==> config.mk <==
export PLATFORM = sky130hd
export DESIGN_NAME = cbda_timer_ctl
export DESIGN_NICKNAME = d
export VERILOG_FILES = /design/src/rtl/cbda_timer_ctl.sv
export SDC_FILE = /design/constraint.sdc
export NUM_CORES = 1
export LEC_CHECK = 0
export BUFFER_PORTS_ARGS = -buffer_cell sky130_fd_sc_hd__buf_2
export CORE_MARGIN = 2
export CORE_UTILIZATION = 30
export DETAILED_ROUTE_END_ITERATION = 10
export PLACE_DENSITY = 0.55
export RECOVER_POWER = 25
export SYNTH_ARGS = -nofsm -noshare
export SYNTH_HDL_FRONTEND = slang
export SYNTH_SLANG_ARGS = --single-unit
==> constraint.sdc <==
create_clock -name CLK -period 1.91 [get_ports CLK]
set_input_delay 0.4775 -clock CLK [delete_from_list [all_inputs] [get_ports CLK]]
set_output_delay 0.4775 -clock CLK [all_outputs]
set_load 0.05 [all_outputs]
==> src/rtl/cbda_timer_ctl.sv <==
// cbda_timer_ctl: periodic timer sequencer driving an external 8-bit down
// counter (LD/EN/CAI/D) and consuming its terminal count (CAO).
// Each accepted START loads RLD into the counter and produces one TICK every
// RLD+1 clocks, for REPS periods, or forever when REPS is 0.
// Optional build macro: CBDA_TIMER_PAUSE_EN adds a PAUSE input that freezes
// the counter while in RUN.
module cbda_timer_ctl #(
  parameter int WIDTH = 8,
  parameter int REPW  = 8
) (
  input  logic             CLK,
  input  logic             CD,
  input  logic             START,
  input  logic             STOP,
`ifdef CBDA_TIMER_PAUSE_EN
  input  logic             PAUSE,
`endif
  input  logic [WIDTH-1:0] RLD,
  input  logic [REPW-1:0]  REPS,
  input  logic             CAO,
  output logic             LD,
  output logic             EN,
  output logic             CAI,
  output logic [WIDTH-1:0] DOUT,
  output logic             TICK,
  output logic [REPW-1:0]  PCNT,
  output logic             BUSY,
  output logic             DONE
);

  localparam logic [1:0] S_IDLE = 2'd0;
  localparam logic [1:0] S_LOAD = 2'd1;
  localparam logic [1:0] S_RUN  = 2'd2;

  logic [1:0]      state_q;
  logic [1:0]      state_d;
  logic [REPW-1:0] rep_q;      // periods still to go; 0 means free-run
  logic            en_q;
  logic            pause_req;
  logic            accept;     // START taken in IDLE this edge
  logic            cao_ev;     // a period completes at this edge
  logic            last_rep;   // the completing period is the final one

`ifdef CBDA_TIMER_PAUSE_EN
  assign pause_req = PAUSE;
`else
  assign pause_req = 1'b0;
`endif

  assign accept = (state_q == S_IDLE) && START && !STOP;

  // CAO only counts while the counter is actually enabled, so a paused
  // counter never reloads or advances the period count.
  assign cao_ev   = (state_q == S_RUN) && en_q && CAO;
  assign last_rep = cao_ev && (rep_q == REPW'(1));

  // Combinational strobes: load in LOAD, reload on terminal count in RUN.
  assign LD   = (state_q == S_LOAD) || cao_ev;
  assign EN   = en_q;
  assign CAI  = en_q;
  assign BUSY = (state_q == S_LOAD) || (state_q == S_RUN);

  // Next-state selection; STOP always wins over START and over completion.
  // NOTE: state_d gets a default before the case so no path leaves it
  // unassigned, which would otherwise infer a latch.
  always_comb begin
    state_d = state_q;
    case (state_q)
      S_IDLE:  if (accept) state_d = S_LOAD;
      S_LOAD:  state_d = STOP ? S_IDLE : S_RUN;
      S_RUN:   if (STOP || last_rep) state_d = S_IDLE;
      default: state_d = S_IDLE;
    endcase
  end

  // State, enable, shadow registers, period counter and status pulses.
  // NOTE: all state here uses non-blocking assignments so every register
  // samples the pre-edge values regardless of statement order.
  always_ff @(posedge CLK or posedge CD) begin
    if (CD) begin
      state_q <= S_IDLE;
      en_q    <= 1'b0;
      DOUT    <= '0;
      rep_q   <= '0;
      PCNT    <= '0;
      TICK    <= 1'b0;
      DONE    <= 1'b0;
    end else begin
      state_q <= state_d;
      // Entering RUN from LOAD always enables; PAUSE only gates RUN itself.
      en_q    <= (state_d == S_RUN) && !((state_q == S_RUN) && pause_req);
      TICK    <= cao_ev;
      DONE    <= last_rep && !STOP;
      if (accept) begin
        DOUT  <= RLD;
        rep_q <= REPS;
        PCNT  <= '0;
      end else if (cao_ev) begin
        PCNT <= PCNT + 1'b1;
        if (rep_q != '0) rep_q <= rep_q - 1'b1;
      end
    end
  end

endmodule
## Word-level counts from Yosys, hierarchy flattened

Cells that the tools add are included.

| cells by class | value |
|---|---|
| eq/ne operators | 4 |
| reduce and logical (&&, ||, !) cells | 15 |
| multiplexer cells | 9 |
| $add $sub $neg | 2 |

Operator list:

| cell | count |
|---|---|
| 2-to-1 mux 8 bit | 5 |
| adder 8 x 1 -> 8 bit, second input constant | 1 |
| == test 8 x 1 -> 1 bit, second input constant | 1 |
| nonzero test 8 bit | 1 |
| subtractor 8 x 1 -> 8 bit, second input constant | 1 |
| logical AND 1 bit | 6 |
| 2-to-1 mux 2 bit | 3 |
| one-hot mux 2 bit (3 select lines) | 1 |
| == test 2 bit, second input constant | 2 |
| nonzero test 2 bit | 2 |
| logical OR 1 bit | 3 |
| == test 2 x 1 -> 1 bit, second input constant | 1 |
| zero test 2 bit | 1 |
| AND reduction 2 bit | 1 |
| zero test 1 bit | 1 |

| word-level totals | value |
|---|---|
| output and inout port bits | 22 |
| bits of input ports | 21 |
| flip-flop bits (word level) | 29 |
| logic and storage cells | 37 |

## Depth between registers and ports, before layout

| depth | value |
|---|---|
| depth in word-level cells | 8 |
| depth in mapped cells | 7 |

## Worst setup path after synthesis

No wires, ideal clock.

| timing | value |
|---|---|
| kind | reg-to-output |
| start | register en_q (netlist: CAI) |
| end | output port LD |
| stages on the path, launching flop included | 3 |
| slack | 0.108 ns |
| data arrival time | 1.324 ns |
| data required time | 1.432 ns |
| path through | dfrtp_1 > nand3_4 > nand2b_1 |

| on the way | value |
|---|---|
| longest elaborated chain between the ends | 3 |

Ends and longest elaborated chain:

| element | RTL line | RTL |
|---|---|---|
| start: declaration | 38 | `logic en_q;` |
| start signal: assignment | 91 | `en_q <= (state_d == S_RUN) && !((state_q == S_RUN) && pause_req);` |
| logical AND 1 bit (2 in series) | 54 | `assign cao_ev = (state_q == S_RUN) && en_q && CAO;` |
| logical OR 1 bit | 58 | `assign LD = (state_q == S_LOAD) \|\| cao_ev;` |
| end: declaration | 21 | `output logic LD,` |

Every way passes these cells.

## Worst setup path after layout

| timing | value |
|---|---|
| start | register state_q[0] |
| end | output port LD |

| on the way | value |
|---|---|
| longest elaborated chain between the ends | 4 |
| elaborated cells between the ends (all ways) | 5 |
| those cells by class | 2 x eq/ne; 3 x reduce/logical |

Ends and longest elaborated chain:

| element | RTL line | RTL |
|---|---|---|
| start: declaration | 35 | `logic [1:0] state_q;` |
| start signal: assignment | 89 | `state_q <= state_d;` |
| == test 2 bit | 54 |  |
| logical AND 1 bit (2 in series) | 54 |  |
| logical OR 1 bit * | 58 |  |

Every way passes the cells marked *; elsewhere a longest branch is shown, timed or not.

==> metrics.txt <==
vias in the first global route=1148; Max H-tree Level=2; placed instance area=1840 sq um; Design Area, Final=1960 sq um; vias per cell=4.51; clock skew=0.00990 ns; synthesized area per cell=9.83 sq um; All-Layer GR Usage=12.8%; period utilization=97.0%; Distinct cells, synth=42; worst-path fanout max=6; max-slew violation count=0; total global routing overflow=0; Worst-path clk slew=0.07 ns; die area=5700 sq um; placed cells=267; WL per Instance=12.1 um; R2R depth=6; Starting Density=30.6%; Gate Count Post-Synth=156; Syn Nets=185; clock latency on the worst-skew pair=0.29 ns; Cell Area, Synth=1530 sq um; CP Capture Point=LD; Buffers on Ports=42; Crit Path Class=flip-flop to output port; share of post-route cells with drive strength above 1=34.0%; Tightest Pin Transition=0.729 ns; Residual DRC=0; Finished Layout Cells=276; final net count=234; Yosys warnings=0; Critical Path Start=state_q[0]$_DFF_PP0_; CTS max path bufs=2; Hold Fails Final Rpt=0; Critical R2R Launch=state_q[1]$_DFF_PP0_; pre-CTS worst setup slack=0.181 ns; dpl hpwl=2490 um; crit path DAT=1.37 ns; Seq/Total Area, Yosys=47.3%; crit path max-delay cell type=dfrtp_1; clock root cell=clkbuf_8; total number of vias=1244; drt first-iter violations=34; # setup viols final=0; Critical Path Max Stage Delay=0.41 ns; WP data required=1.43 ns; antenna cell count=0; pwr dens=1450 nW/um^2; clk sinks=29; 1st-pass router iterations=4; cts hold-fix bufs=0; Post-Route Utilization=39.2%; final total power=2.85 mW; VDD IR-drop max=702 uV; max-cap viol count=0; core outline area=5010 sq um; first-pass GRT wire length=5270 um; FF+latch count, synth=29; wirelength, routed=3350 um; CP cell instances=inv_2 > ha_4 > nand3_4 > nand2b_4 > buf_6; RR Endpoint=DOUT[7]$_DFFE_PP0P_; Crit. End Element=output port; post-route setup slack=0.0581 ns; Fmax achieved=540 MHz; Die Span X=75.5 um; Leakage=0.942 nW; GP Congestion=0.725; I/O pin count=43; status=completed; worst min path class=primary input to asynchronous set/reset pin; antenna violation net count after detailed routing=0; P&R area growth vs syn=28.0%; CTS buffer count=5; worst relative slew slack=51.4%; fin crit period=1.85 ns; Die Span Y=75.5 um; Site Rows=26; CTS tree=done; CP Launch Type=flip-flop; initial antenna violation count=0; r2r setup slk=0.17 ns; largest net degree at the start of global routing=30
-- placed cells by master, fill, tap and decap left out, drive strengths merged, types with 2 or more instances in the layout --
cell type  netlist  final
a211oi           2      2
xor2             4      4
nand3            3      3
dfrtp           29     29
or3              3      3
buf              4     45
clkbuf           1      7
nor2            12     12
nand4            7      7
or2              2      2
a21oi            7      7
nand2           33     33
clkinvlp         0      3
nor2b            3      3
nand2b           2      2
o21ai            8      8
nor3b            2      2
nor3             2      2
inv              7      7
ha               8      8
xnor2            6      6
-- worst max-delay path, delay by kind of cell, from the launching register on --
kind                     cells  cell delay [ns]
adder cells (fa/ha/maj)      1             0.16
buffers and inverters        2             0.26
AND/OR/NAND/NOR              2             0.25
flip-flops                   1             0.41
-- Yosys cell counts (all sizes together) --
cell type   n  area share (%)
nor3b       2             1.3
or4         1            0.73
nor3        2             1.4
dfrtp      29              47
o2bb2ai     1            0.57
a22o        1            0.57
a211oi      2             1.3
nand4       7             2.9
a21oi       7             2.5
or3         3             1.2
a2bb2oi     1            0.57
nor2b       3             1.2
or2         2            0.82
nor4        1             1.4
a21bo       1            0.65
nand4b      1            0.57
a32oi       1            0.57
buf         4             2.2
ha          8             6.5
nand2      33             8.1
nor2       12             2.9
mux2i       1            0.65
clkbuf      1            0.24
o21ai       8             2.9
nand2b      2            0.82
xor2        4             2.3
xnor2       6             3.4
inv         7             1.7
a31oi       1            0.41
and3        1            0.41
nand3       3             1.8
-- per-layer routing --
metal / global-route usage [%] / up-vias / wire length, um
li1: - / 627 / -
met1: 15.9 / 588 / 1520
met2: 20.3 / 24 / 1610
met3: 3.84 / 5 / 147
met4: 6.43 / 0 / 69
met5: 0 / - / 0
-- timing repair --
action                     4_1_cts  5_1_grt
setup endpoints to repair        1        9
gates resized for setup          5        3
buffers inserted                 0        1
-- power by group --
| part | internal (mW) | switching (mW) | leakage, nW |
|---|---|---|---|
| clock | 0.255 | 0.255 | 0.0364 |
| combinational | 0.444 | 0.875 | 0.532 |
| sequential | 0.809 | 0.214 | 0.373 |
-- metrics by stage --
step,setup TNS (ns),hold slack (ns)
after detailed placement,0,0.461
after floorplan,0,0.544
after global placement,0,0.457
after CTS,0,0.263
after global routing,-0.00412,0.367
final,0,0.376
-- worst min path at each step --
stage,startpoint,to,slack (ns)
CTS,CD,DOUT[6]$_DFFE_PP0P_,0.26
global placement,DOUT[3]$_DFFE_PP0P_,DOUT[3]$_DFFE_PP0P_,0.46
global route,RLD[2],DOUT[2]$_DFFE_PP0P_,0.37
floorplan,STOP,DONE$_DFF_PP0_,0.54
detailed placement,DOUT[2]$_DFFE_PP0P_,DOUT[2]$_DFFE_PP0P_,0.46
finish,CD,DOUT[6]$_DFFE_PP0P_,0.38
-- sequential cells by signal, indices dropped and copies added, names as in the netlist --
signal   count
CAI          1
DONE         1
DOUT         8
PCNT         8
TICK         1
rep_q        8
state_q      2
-- layout make-up --
class / count / area [sq um]
flip-flops and latches: 29 / 727
clock inverters: 3 / 22.5
multi-input cells: 115 / 763
well taps: 70 / 87.6
inverters: 7 / 26.3
fillers: 550 / 3050
repair buffers: 47 / 267
clock buffers: 5 / 68.8
-- cells by family after synthesis --
logic type	after synthesis	share of synthesized area, %
and+or+nand+nor	73	25.6
DFF	29	47.3
AOI/OAI and AO/OA	23	10.0
buffers and inverters	12	4.16
xor gates and xnor gates	10	5.71
adders and majority gates	8	6.53
muxes	1	0.653
Power figures use the tool's default switching activity.
